## config.mk

```make
export PLATFORM = sky130hd
export DESIGN_NAME = align_flat
export DESIGN_NICKNAME = d
export VERILOG_FILES = /design/src/rtl/align_if.sv /design/src/rtl/align.sv /design/src/flat_wrapper.sv
export SDC_FILE = /design/constraint.sdc
export NUM_CORES = 1
export LEC_CHECK = 0
export BUFFER_PORTS_ARGS = -buffer_cell sky130_fd_sc_hd__buf_2
export CAP_MARGIN = 20
export CORE_MARGIN = 2
export CORE_UTILIZATION = 56
export DETAILED_ROUTE_END_ITERATION = 10
export PLACE_DENSITY = 0.86
export SYNTH_ARGS = -nofsm -noshare
export SYNTH_HDL_FRONTEND = slang
export SYNTH_SLANG_ARGS = --single-unit
```

## constraint.sdc

```tcl
create_clock -name CLK -period 4.95 [get_ports CLK]
set_clock_uncertainty 0.2 [all_clocks]
set_input_delay 0.2475 -clock CLK [delete_from_list [all_inputs] [get_ports CLK]]
set_output_delay 0.2475 -clock CLK [all_outputs]
set_load 0.03 [all_outputs]
```

## src/rtl/align_if.sv

```systemverilog
// Operand/result bundle for the align stage.
//   OP_L  : larger-magnitude operand (sign, exponent, mantissa)
//   OP_S  : smaller-magnitude operand, same format
//   exp   : common (larger) exponent field
//   mat_L : extended significand of OP_L
//   mat_S : extended significand of OP_S, aligned to OP_L, with sticky in bit 0
// master drives the operands and receives results; slave is the align block.
interface align_if #(
  parameter int WIDTH       = 32,
  parameter int WIDTH_exp   = 8,
  parameter int WIDTH_mat   = 23,
  parameter int WIDTH_round = 30
);
  logic [WIDTH-1:0]                 OP_L;
  logic [WIDTH-1:0]                 OP_S;
  logic [WIDTH_exp-1:0]             exp;
  logic [WIDTH_mat+WIDTH_round:0]   mat_L;
  logic [WIDTH_mat+WIDTH_round:0]   mat_S;

  modport master (
    output OP_L, OP_S,
    input  exp, mat_L, mat_S
  );

  modport slave (
    input  OP_L, OP_S,
    output exp, mat_L, mat_S
  );
endinterface

```

## src/rtl/align.sv

```systemverilog
// Single-stage floating-point significand alignment.
// Extracts the significands of the larger (OP_L) and smaller (OP_S) operands,
// appends WIDTH_round zero guard bits, and right-shifts the smaller one by the
// effective exponent difference, collapsing shifted-out ones into a sticky bit 0.
// Results are registered: one cycle latency, one operand pair per cycle.
// Ports:
//   CLK : clock, rising edge
//   RST : asynchronous active-high reset, clears all outputs
//   bus : align_if slave modport (OP_L, OP_S in; exp, mat_L, mat_S out)
module align #(
  parameter int WIDTH       = 32,
  parameter int WIDTH_exp   = 8,
  parameter int WIDTH_mat   = 23,
  parameter int WIDTH_round = 30
) (
  input  logic   CLK,
  input  logic   RST,
  align_if.slave bus
);

  localparam int MW = WIDTH_mat + 1 + WIDTH_round;

  logic [WIDTH_exp-1:0] exp_l, exp_s;
  logic [WIDTH_exp-1:0] eff_l, eff_s;
  logic [WIDTH_exp-1:0] shamt;
  logic                 hid_l, hid_s;
  logic [MW-1:0]        sig_l, sig_s;
  logic [MW-1:0]        lost_mask;
  logic                 sticky;

  logic [WIDTH_exp-1:0] exp_d, exp_q;
  logic [MW-1:0]        mat_l_d, mat_l_q;
  logic [MW-1:0]        mat_s_d, mat_s_q;

  // Signs play no part in alignment.
  logic unused_sign;
  assign unused_sign = bus.OP_L[WIDTH-1] ^ bus.OP_S[WIDTH-1];

  always_comb begin
    exp_l = bus.OP_L[WIDTH-2 -: WIDTH_exp];
    exp_s = bus.OP_S[WIDTH-2 -: WIDTH_exp];

    hid_l = |exp_l;
    hid_s = |exp_s;

    // Denormals share the exponent of the smallest normal.
    eff_l = hid_l ? exp_l : {{(WIDTH_exp-1){1'b0}}, 1'b1};
    eff_s = hid_s ? exp_s : {{(WIDTH_exp-1){1'b0}}, 1'b1};

    shamt = (eff_l >= eff_s) ? (eff_l - eff_s) : '0;

    sig_l = {hid_l, bus.OP_L[WIDTH_mat-1:0], {WIDTH_round{1'b0}}};
    sig_s = {hid_s, bus.OP_S[WIDTH_mat-1:0], {WIDTH_round{1'b0}}};

    // Mask of the bit positions that fall off the bottom; a shift of MW or
    // more yields an all-ones mask, so the sticky covers the whole significand.
    lost_mask = ~({MW{1'b1}} << shamt);
    sticky    = |(sig_s & lost_mask);

    exp_d   = exp_l;
    mat_l_d = sig_l;
    mat_s_d = (sig_s >> shamt) | {{(MW-1){1'b0}}, sticky};
  end

  always_ff @(posedge CLK or posedge RST) begin
    if (RST) begin
      exp_q   <= '0;
      mat_l_q <= '0;
      mat_s_q <= '0;
    end else begin
      exp_q   <= exp_d;
      mat_l_q <= mat_l_d;
      mat_s_q <= mat_s_d;
    end
  end

  assign bus.exp   = exp_q;
  assign bus.mat_L = mat_l_q;
  assign bus.mat_S = mat_s_q;

endmodule

```

## src/flat_wrapper.sv

```systemverilog
// flat-port wrapper written by rule: the top's interface ports become plain ports
module align_flat 
#(
  parameter int WIDTH       = 32,
  parameter int WIDTH_exp   = 8,
  parameter int WIDTH_mat   = 23,
  parameter int WIDTH_round = 30
)
  (CLK, RST, bus_OP_L, bus_OP_S, bus_exp, bus_mat_L, bus_mat_S);
  align_if #(.WIDTH(WIDTH), .WIDTH_exp(WIDTH_exp), .WIDTH_mat(WIDTH_mat), .WIDTH_round(WIDTH_round)) bus_i ();
  input  logic CLK;
  input  logic RST;
  input wire logic [$bits(bus_i.OP_L)-1:0] bus_OP_L;
  input wire logic [$bits(bus_i.OP_S)-1:0] bus_OP_S;
  output wire logic [$bits(bus_i.exp)-1:0] bus_exp;
  output wire logic [$bits(bus_i.mat_L)-1:0] bus_mat_L;
  output wire logic [$bits(bus_i.mat_S)-1:0] bus_mat_S;
  assign bus_i.OP_L = bus_OP_L;
  assign bus_i.OP_S = bus_OP_S;
  assign bus_exp = bus_i.exp;
  assign bus_mat_L = bus_i.mat_L;
  assign bus_mat_S = bus_i.mat_S;
  align #(.WIDTH(WIDTH), .WIDTH_exp(WIDTH_exp), .WIDTH_mat(WIDTH_mat), .WIDTH_round(WIDTH_round)) u_core (.CLK(CLK), .RST(RST), .bus(bus_i));
endmodule
```

* Word level (Yosys, flattened, before mapping)
Index checks and enable logic that the tools add are counted.
** Word-level totals
- Bits in registers :: 86
- Word-level logic and storage cells :: 16
- Input port bits :: 66
- Output and inout bits :: 116
** Operators by class
- Bitwise gates (word level) :: 3
- $add $sub $neg :: 1
- Muxes and demuxes :: 3
- Magnitude comparators :: 1
- Reductions and logical operators :: 3
- Shift-type cells :: 2
** Operators by type and width (number)
- AND 54 bit :: 1
- NOT 54 bit :: 1
- OR 54 x 1 -> 54 bit :: 1
- OR reduction 54 bit :: 1
- << shifter 54 x 8 -> 54 bit (first input constant) :: 1
- >> shifter 54 x 8 -> 54 bit :: 1
- 2-to-1 mux 8 bit :: 3
- OR reduction 8 bit :: 2
- >= comparator 8 bit :: 1
- subtractor 8 bit :: 1

* Logic depth before layout (Yosys ltp)
- Word-level depth :: 9
- Gate-level depth with buffers :: 16
- Gate-level depth less buffers :: 14

* Least setup slack after synthesis
Ideal clock, no wire load.
- Path kind :: input port to flip-flop
- Start :: in bus_OP_L[30]
- End :: reg u_core.mat_s_q[0], in the netlist u_core.bus.mat_S[0]
- Data required time :: 4608 ps
- Slack :: 1079 ps
- Arrival time :: 3530 ps
- Library setup time :: 142 ps
- Buffers on the path :: 2
- Stages on the path :: 15
- Cell sequence :: nor4_1 > a21oi_1 > ha_1 > fa_1 > nand2b_1 > a21oi_1 > o21a_1 > buf_2 > o211ai_4 > buf_2 > a32o_1 > a211oi_1 > o2bb2ai_1 > a221oi_1 > o2111ai_1
** On the way
- Cells in the longest elaborated chain, start to end :: 9
- Elaborated cells between the ends (all ways) :: 11
** RTL lines
- start: declaration :: RTL line flat_wrapper.sv:13 : input wire logic [$bits(bus_i.OP_L)-1:0] bus_OP_L;
- OR reduction 8 bit :: RTL line align.sv:43 : hid_l = |exp_l;
- 2-to-1 mux 8 bit (*) :: RTL line align.sv:47 : eff_l = hid_l ? exp_l : {{(WIDTH_exp-1){1'b0}}, 1'b1};
- subtractor 8 bit / >= comparator 8 bit (equally long branches) :: RTL line align.sv:50 : shamt = (eff_l >= eff_s) ? (eff_l - eff_s) : '0;
- 2-to-1 mux 8 bit (*) :: RTL line align.sv:50
- << shifter 54 x 8 -> 54 bit :: RTL line align.sv:57 : lost_mask = ~({MW{1'b1}} << shamt);
- NOT 54 bit :: RTL line align.sv:57
- AND 54 bit :: RTL line align.sv:58 : sticky = |(sig_s & lost_mask);
- OR reduction 54 bit :: RTL line align.sv:58
- OR 54 x 1 -> 54 bit (*) :: RTL line align.sv:62 : mat_s_d = (sig_s >> shamt) | {{(MW-1){1'b0}}, sticky};
- via u_core.mat_s_d[0] :: RTL line align.sv:33 : logic [MW-1:0] mat_s_d, mat_s_q;
- end signal: assignment :: RTL line align.sv:73 : mat_s_q <= mat_s_d;
- end: declaration :: RTL line align.sv:33
Mark *: on every way through the listed nets, which the timed path passes. The rest lies on a longest branch.

* Worst setup path in the final report
- Start :: in bus_OP_L[26]
- End :: reg u_core.mat_s_q[20], in the netlist u_core.bus.mat_S[20]
** On the way
- Cells in the longest elaborated chain, start to end :: 6
- Elaborated cells between the ends (all ways) :: 7
** RTL lines (RTL line)
- OR reduction 8 bit :: align.sv:43
- 2-to-1 mux 8 bit (*) :: align.sv:47
- subtractor 8 bit / >= comparator 8 bit (equally long branches) :: align.sv:50
- 2-to-1 mux 8 bit (*) :: align.sv:50
- >> shifter 54 x 8 -> 54 bit (*) :: align.sv:62
- OR 54 x 1 -> 54 bit (*) :: align.sv:62
- via u_core.mat_s_d[20] :: align.sv:33
Marks and branches as above.

==> run summary <==
SYNTH
--------------------------------------------------------------------------------
Fraction of synthesized cell area taken by the top area cell type .       37.09%
Number of enable flip-flop cells after synthesis ..................            0
FF+latch count, synth .............................................           86
Cell types occupying the most area after synthesis ................ sky130_fd_sc_hd__dfrtp_1 (37%), sky130_fd_sc_hd__mux2i_1 (5.5%), sky130_fd_sc_hd__buf_4 (3.9%), sky130_fd_sc_hd__nor2_1 (3.3%), sky130_fd_sc_hd__a32oi_1 (3.2%)
Part of the Yosys area used for sequential elements ...............       37.09%
Most used flip-flop cell after synthesis .......................... sky130_fd_sc_hd__dfrtp_1
Number of cells produced by synthesis .............................          632
Number of different library cells in the post-synthesis netlist ...           77
Mean Syn Cell Area ................................................    9.180 µm²
Synth async-reset ratio ...........................................       100.0%
Syn Std Cell Area .................................................     5802 µm²
Syn. warnings .....................................................            0
Leading area contributor after synthesis .......................... sky130_fd_sc_hd__dfrtp_1

TIMING
--------------------------------------------------------------------------------
Final setup fails .................................................            0
Total count of hold-check failures in the final report ............            0
Unrepaired setup endpoints after global routing ...................        false
Final critical path time including I/O delays and setup ...........     4.801 ns
Total negative setup slack ........................................         0 ns
Final-report max-slew violation count .............................            0
Max_slew headroom .................................................       36.20%
Share of the clock period used by the worst path after layout .....       96.98%
Peak clock frequency supported by timing ..........................   0.2083 GHz
Worst Tran Pin Value ..............................................    0.9502 ns

CLOCK NETWORK
--------------------------------------------------------------------------------
CTS Root Cell ..................................................... sky130_fd_sc_hd__clkbuf_8
TritonCTS Sinks ...................................................           86
Maximum level of the CTS H-tree ...................................            3
Max Buffers Root-to-Sink ..........................................            2
Number of buffers created by CTS ..................................            9
Clock-pin slew on the worst setup and hold paths ..................      0.09 ns
Clock tree from TritonCTS .........................................          yes
Number of post-CTS setup repair buffers ...........................            0

CRITICAL PATH
--------------------------------------------------------------------------------
Cell with the biggest individual delay on the critical path ....... sky130_fd_sc_hd__dlygate4sd3_1
Data required time of the worst path ..............................      4.98 ns
Crit. End Element .................................................    flip-flop
Worst stage delay on the critical path ............................      0.55 ns
Delay-heaviest family, CP ......................................... compound AO/OA/AOI/OAI gates
Category of the worst setup path launch point .....................   input port
Buffers and inverters on the worst path ...........................            3
Sequence of cells on the critical path ............................ dlygate4sd3_1 > buf_2 > nor4_2 > a21oi_1 > ha_1 > fa_1 > nand2b_1 > a21oi_2 > o21ai_0 > buf_4 > a211oi_2 > o311ai_0 > a21oi_1 > a21oi_1 > mux2_2 > a221o_1
Maximum fanout along the worst path ...............................            6
Arrival time worst endpoint .......................................      4.83 ns
Type of the worst setup path ...................................... input port to flip-flop
Critical path's most frequent cell ................................ sky130_fd_sc_hd__a21oi_1

GLOBAL ROUTE
--------------------------------------------------------------------------------
First-pass GRT wire length ........................................     33.22 mm
Vias in the first global route ....................................         6177
Maximum number of pins on one net before global-route repair ......           87
GR Overflow Total .................................................            0
Antenna violations before repair ..................................            0
Gr usage total ....................................................       38.70%

FINAL LAYOUT
--------------------------------------------------------------------------------
Fraction of final layout cells sized beyond drive strength 1 ......       29.56%
Ant. Diodes .......................................................            0
Area added between synthesis and finish ...........................       26.59%
Fillcell total ....................................................          771
Count of nets after finishing .....................................          893

DIE
--------------------------------------------------------------------------------
Number of cell rows ...............................................           37
Floorplan die width ...............................................     105.8 µm
Top-level port count ..............................................          182
Effective utilization at floorplan ................................       56.97%
Die ar. ...........................................................    11190 µm²
Core Area .........................................................    10180 µm²
Die Height ........................................................     105.8 µm

DETAILED ROUTING
--------------------------------------------------------------------------------
WL/cell ...........................................................     22.98 µm
Post-route ant nets ...............................................            0
First-iteration detailed-routing DRC count ........................          802
Via Count .........................................................         6284
Routed wire length ................................................     22.02 mm
Vias per cell .....................................................        6.559
Pre-antenna DRT Iters .............................................            5
DRC violation count after routing .................................            0

POWER
--------------------------------------------------------------------------------
Seq pwr share .....................................................        30.2%
Standby leakage power .............................................     3.494 nW
Net switching power figure ........................................     1.197 mW
Combinational cell fraction of total power ........................        50.2%
Internal power summed over all cells ..............................     1.550 mW
Power Density ..................................................... 374.0 nW/µm²
Peak supply drop ..................................................    0.2799 mV
Clock network fraction of design power ............................        19.6%
Total design power ................................................     2.747 mW
Fraction of power spent switching nets ............................       43.57%

RUN STATUS
--------------------------------------------------------------------------------
Result of the run ................................................. finished, final reports clean

PLACEMENT
--------------------------------------------------------------------------------
Post-detailed-placement half-perimeter wirelength .................     15.42 mm
Total of buffers placed on input and output ports .................          149
GP Congestion .....................................................        1.005

RUN
--------------------------------------------------------------------------------
Number of max-capacitance violations reported .....................            0

MIN PATH
--------------------------------------------------------------------------------
Hold Crit Class ................................................... input port to flip-flop

-- layout by cell type (no fill, tap or decap), types with 4 or more instances in the layout --
cell / count
sky130_fd_sc_hd__nand4_1: 5
sky130_fd_sc_hd__inv_1: 14
sky130_fd_sc_hd__mux2_2: 12
sky130_fd_sc_hd__and2_1: 6
sky130_fd_sc_hd__a21oi_1: 34
sky130_fd_sc_hd__nand3_1: 18
sky130_fd_sc_hd__mux2i_1: 32
sky130_fd_sc_hd__o211ai_1: 9
sky130_fd_sc_hd__nor2_1: 51
sky130_fd_sc_hd__clkbuf_8: 10
sky130_fd_sc_hd__buf_2: 149
sky130_fd_sc_hd__nand2b_1: 7
sky130_fd_sc_hd__o22a_1: 4
sky130_fd_sc_hd__or3_1: 7
sky130_fd_sc_hd__dlygate4sd3_1: 32
sky130_fd_sc_hd__o31ai_1: 5
sky130_fd_sc_hd__a221o_1: 4
sky130_fd_sc_hd__o2111ai_1: 6
sky130_fd_sc_hd__nand2_1: 42
sky130_fd_sc_hd__a22oi_1: 4
sky130_fd_sc_hd__dfrtp_1: 86
sky130_fd_sc_hd__a32oi_1: 21
sky130_fd_sc_hd__o32a_1: 4
sky130_fd_sc_hd__nor2b_1: 6
sky130_fd_sc_hd__conb_1: 30
sky130_fd_sc_hd__nor3_1: 10
sky130_fd_sc_hd__ha_1: 8
sky130_fd_sc_hd__o221ai_1: 7
sky130_fd_sc_hd__a211oi_1: 6
sky130_fd_sc_hd__a211o_1: 5
sky130_fd_sc_hd__buf_12: 4
sky130_fd_sc_hd__buf_4: 39
sky130_fd_sc_hd__o21a_1: 5
sky130_fd_sc_hd__a21o_1: 4
sky130_fd_sc_hd__o21ai_0: 24
sky130_fd_sc_hd__a31oi_1: 6
sky130_fd_sc_hd__o22ai_1: 24
-- timing repair --
| item | in CTS | in global routing |
|---|---|---|
| hold endpoints to repair | 32 | 12 |
| resized for setup | 0 | 4 |
| hold buffers | 31 | 1 |
| setup endpoints to repair | 0 | 47 |
-- sequential cells by signal, indices dropped and copies added, names as in the netlist --
signal	flops
u_core.bus.mat_S	54
u_core.bus.mat_L	24
u_core.bus.exp	8
-- power groups by stage --
| stage | combinational, mW | sequential [mW] | clock (mW) |
|---|---|---|---|
| 4_1_cts | 1.33 | 0.828 | 0.534 |
| 3_3_place_gp | 1.29 | 0.836 | 0 |
| 5_1_grt | 1.44 | 0.837 | 0.577 |
| 3_5_place_dp | 1.31 | 0.841 | 0 |
| 2_1_floorplan | 0.668 | 1.06 | 0 |
| 6_report | 1.38 | 0.830 | 0.538 |
-- metal layers --
layer	vias to the layer above	track usage, %	wire [µm]
li1	2712	-	-
met1	2930	47.54	8102
met2	515	62.58	10170
met3	127	7.978	2363
met4	0	23.40	1382
met5	-	0	0
-- synthesized netlist by cell type, drive strengths merged, types with 14 or more instances --
library cell / count
dfrtp: 86
nor2: 51
buf: 48
nand2: 43
a21oi: 36
mux2i: 32
clkbuf: 31
o21ai: 29
o22ai: 24
a32oi: 21
nand3: 18
inv: 15
mux2: 14
-- stage by stage --
| step | setup WS (ns) | util, % | std cells | hold slack (ns) | cell area, µm² |
|---|---|---|---|---|---|
| final | 0.1494 | 72.11 | 958 | 0.1040 | 7345 |
| after global routing | 0.009297 | 72.11 | 958 | 0.07061 | 7345 |
| after CTS | 0.1572 | 71.57 | 956 | 0.03244 | 7289 |
| after detailed placement | 0.3381 | 66.43 | 910 | 0.1569 | 6765 |
| after global placement | 0.4760 | 66.43 | 910 | 0.1565 | 6765 |
| after floorplan | 1.079 | - | 661 | 0.07893 | 5911 |
-- logic make-up after synthesis --
kind of cell             Yosys count  share of synthesized area (%)
AO/OA/AOI/OAI                    214                          28.12
XOR/XNOR                           5                         0.7549
adder cells (fa/ha/maj)            9                          2.070
buffers and inverters             94                          8.540
flip-flops                        86                          37.09
multiplexers                      46                          8.368
other                              1                        0.06463
AND/OR/NAND/NOR                  177                          14.99
-- area by class of cell --
| type | instances | area, µm² | area share (%) |
|---|---|---|---|
| inverters | 15 | 57.56 | 0.7836 |
| flip-flops and latches | 86 | 2152 | 29.30 |
| clock buffers | 12 | 145.1 | 1.976 |
| repair buffers | 225 | 1466 | 19.97 |
| well taps | 136 | 170.2 | 2.317 |
| clock inverters | 3 | 68.82 | 0.9370 |
| multi-input cells | 481 | 3284 | 44.72 |
-- final timing paths --
kind | start | end | slack (ns) | cells after the start
max | bus_OP_L[26] | u_core.bus.mat_S[20]$_DFF_PP0_ | 0.15 | 16
max in group asynchronous | RST | u_core.bus.mat_S[1]$_DFF_PP0_ | 3.69 | 5
min | bus_OP_S[7] | u_core.bus.mat_S[37]$_DFF_PP0_ | 0.10 | 2
min in group asynchronous | RST | u_core.bus.exp[7]$_DFF_PP0_ | 0.26 | 4
(Power assumes the default switching activity.)
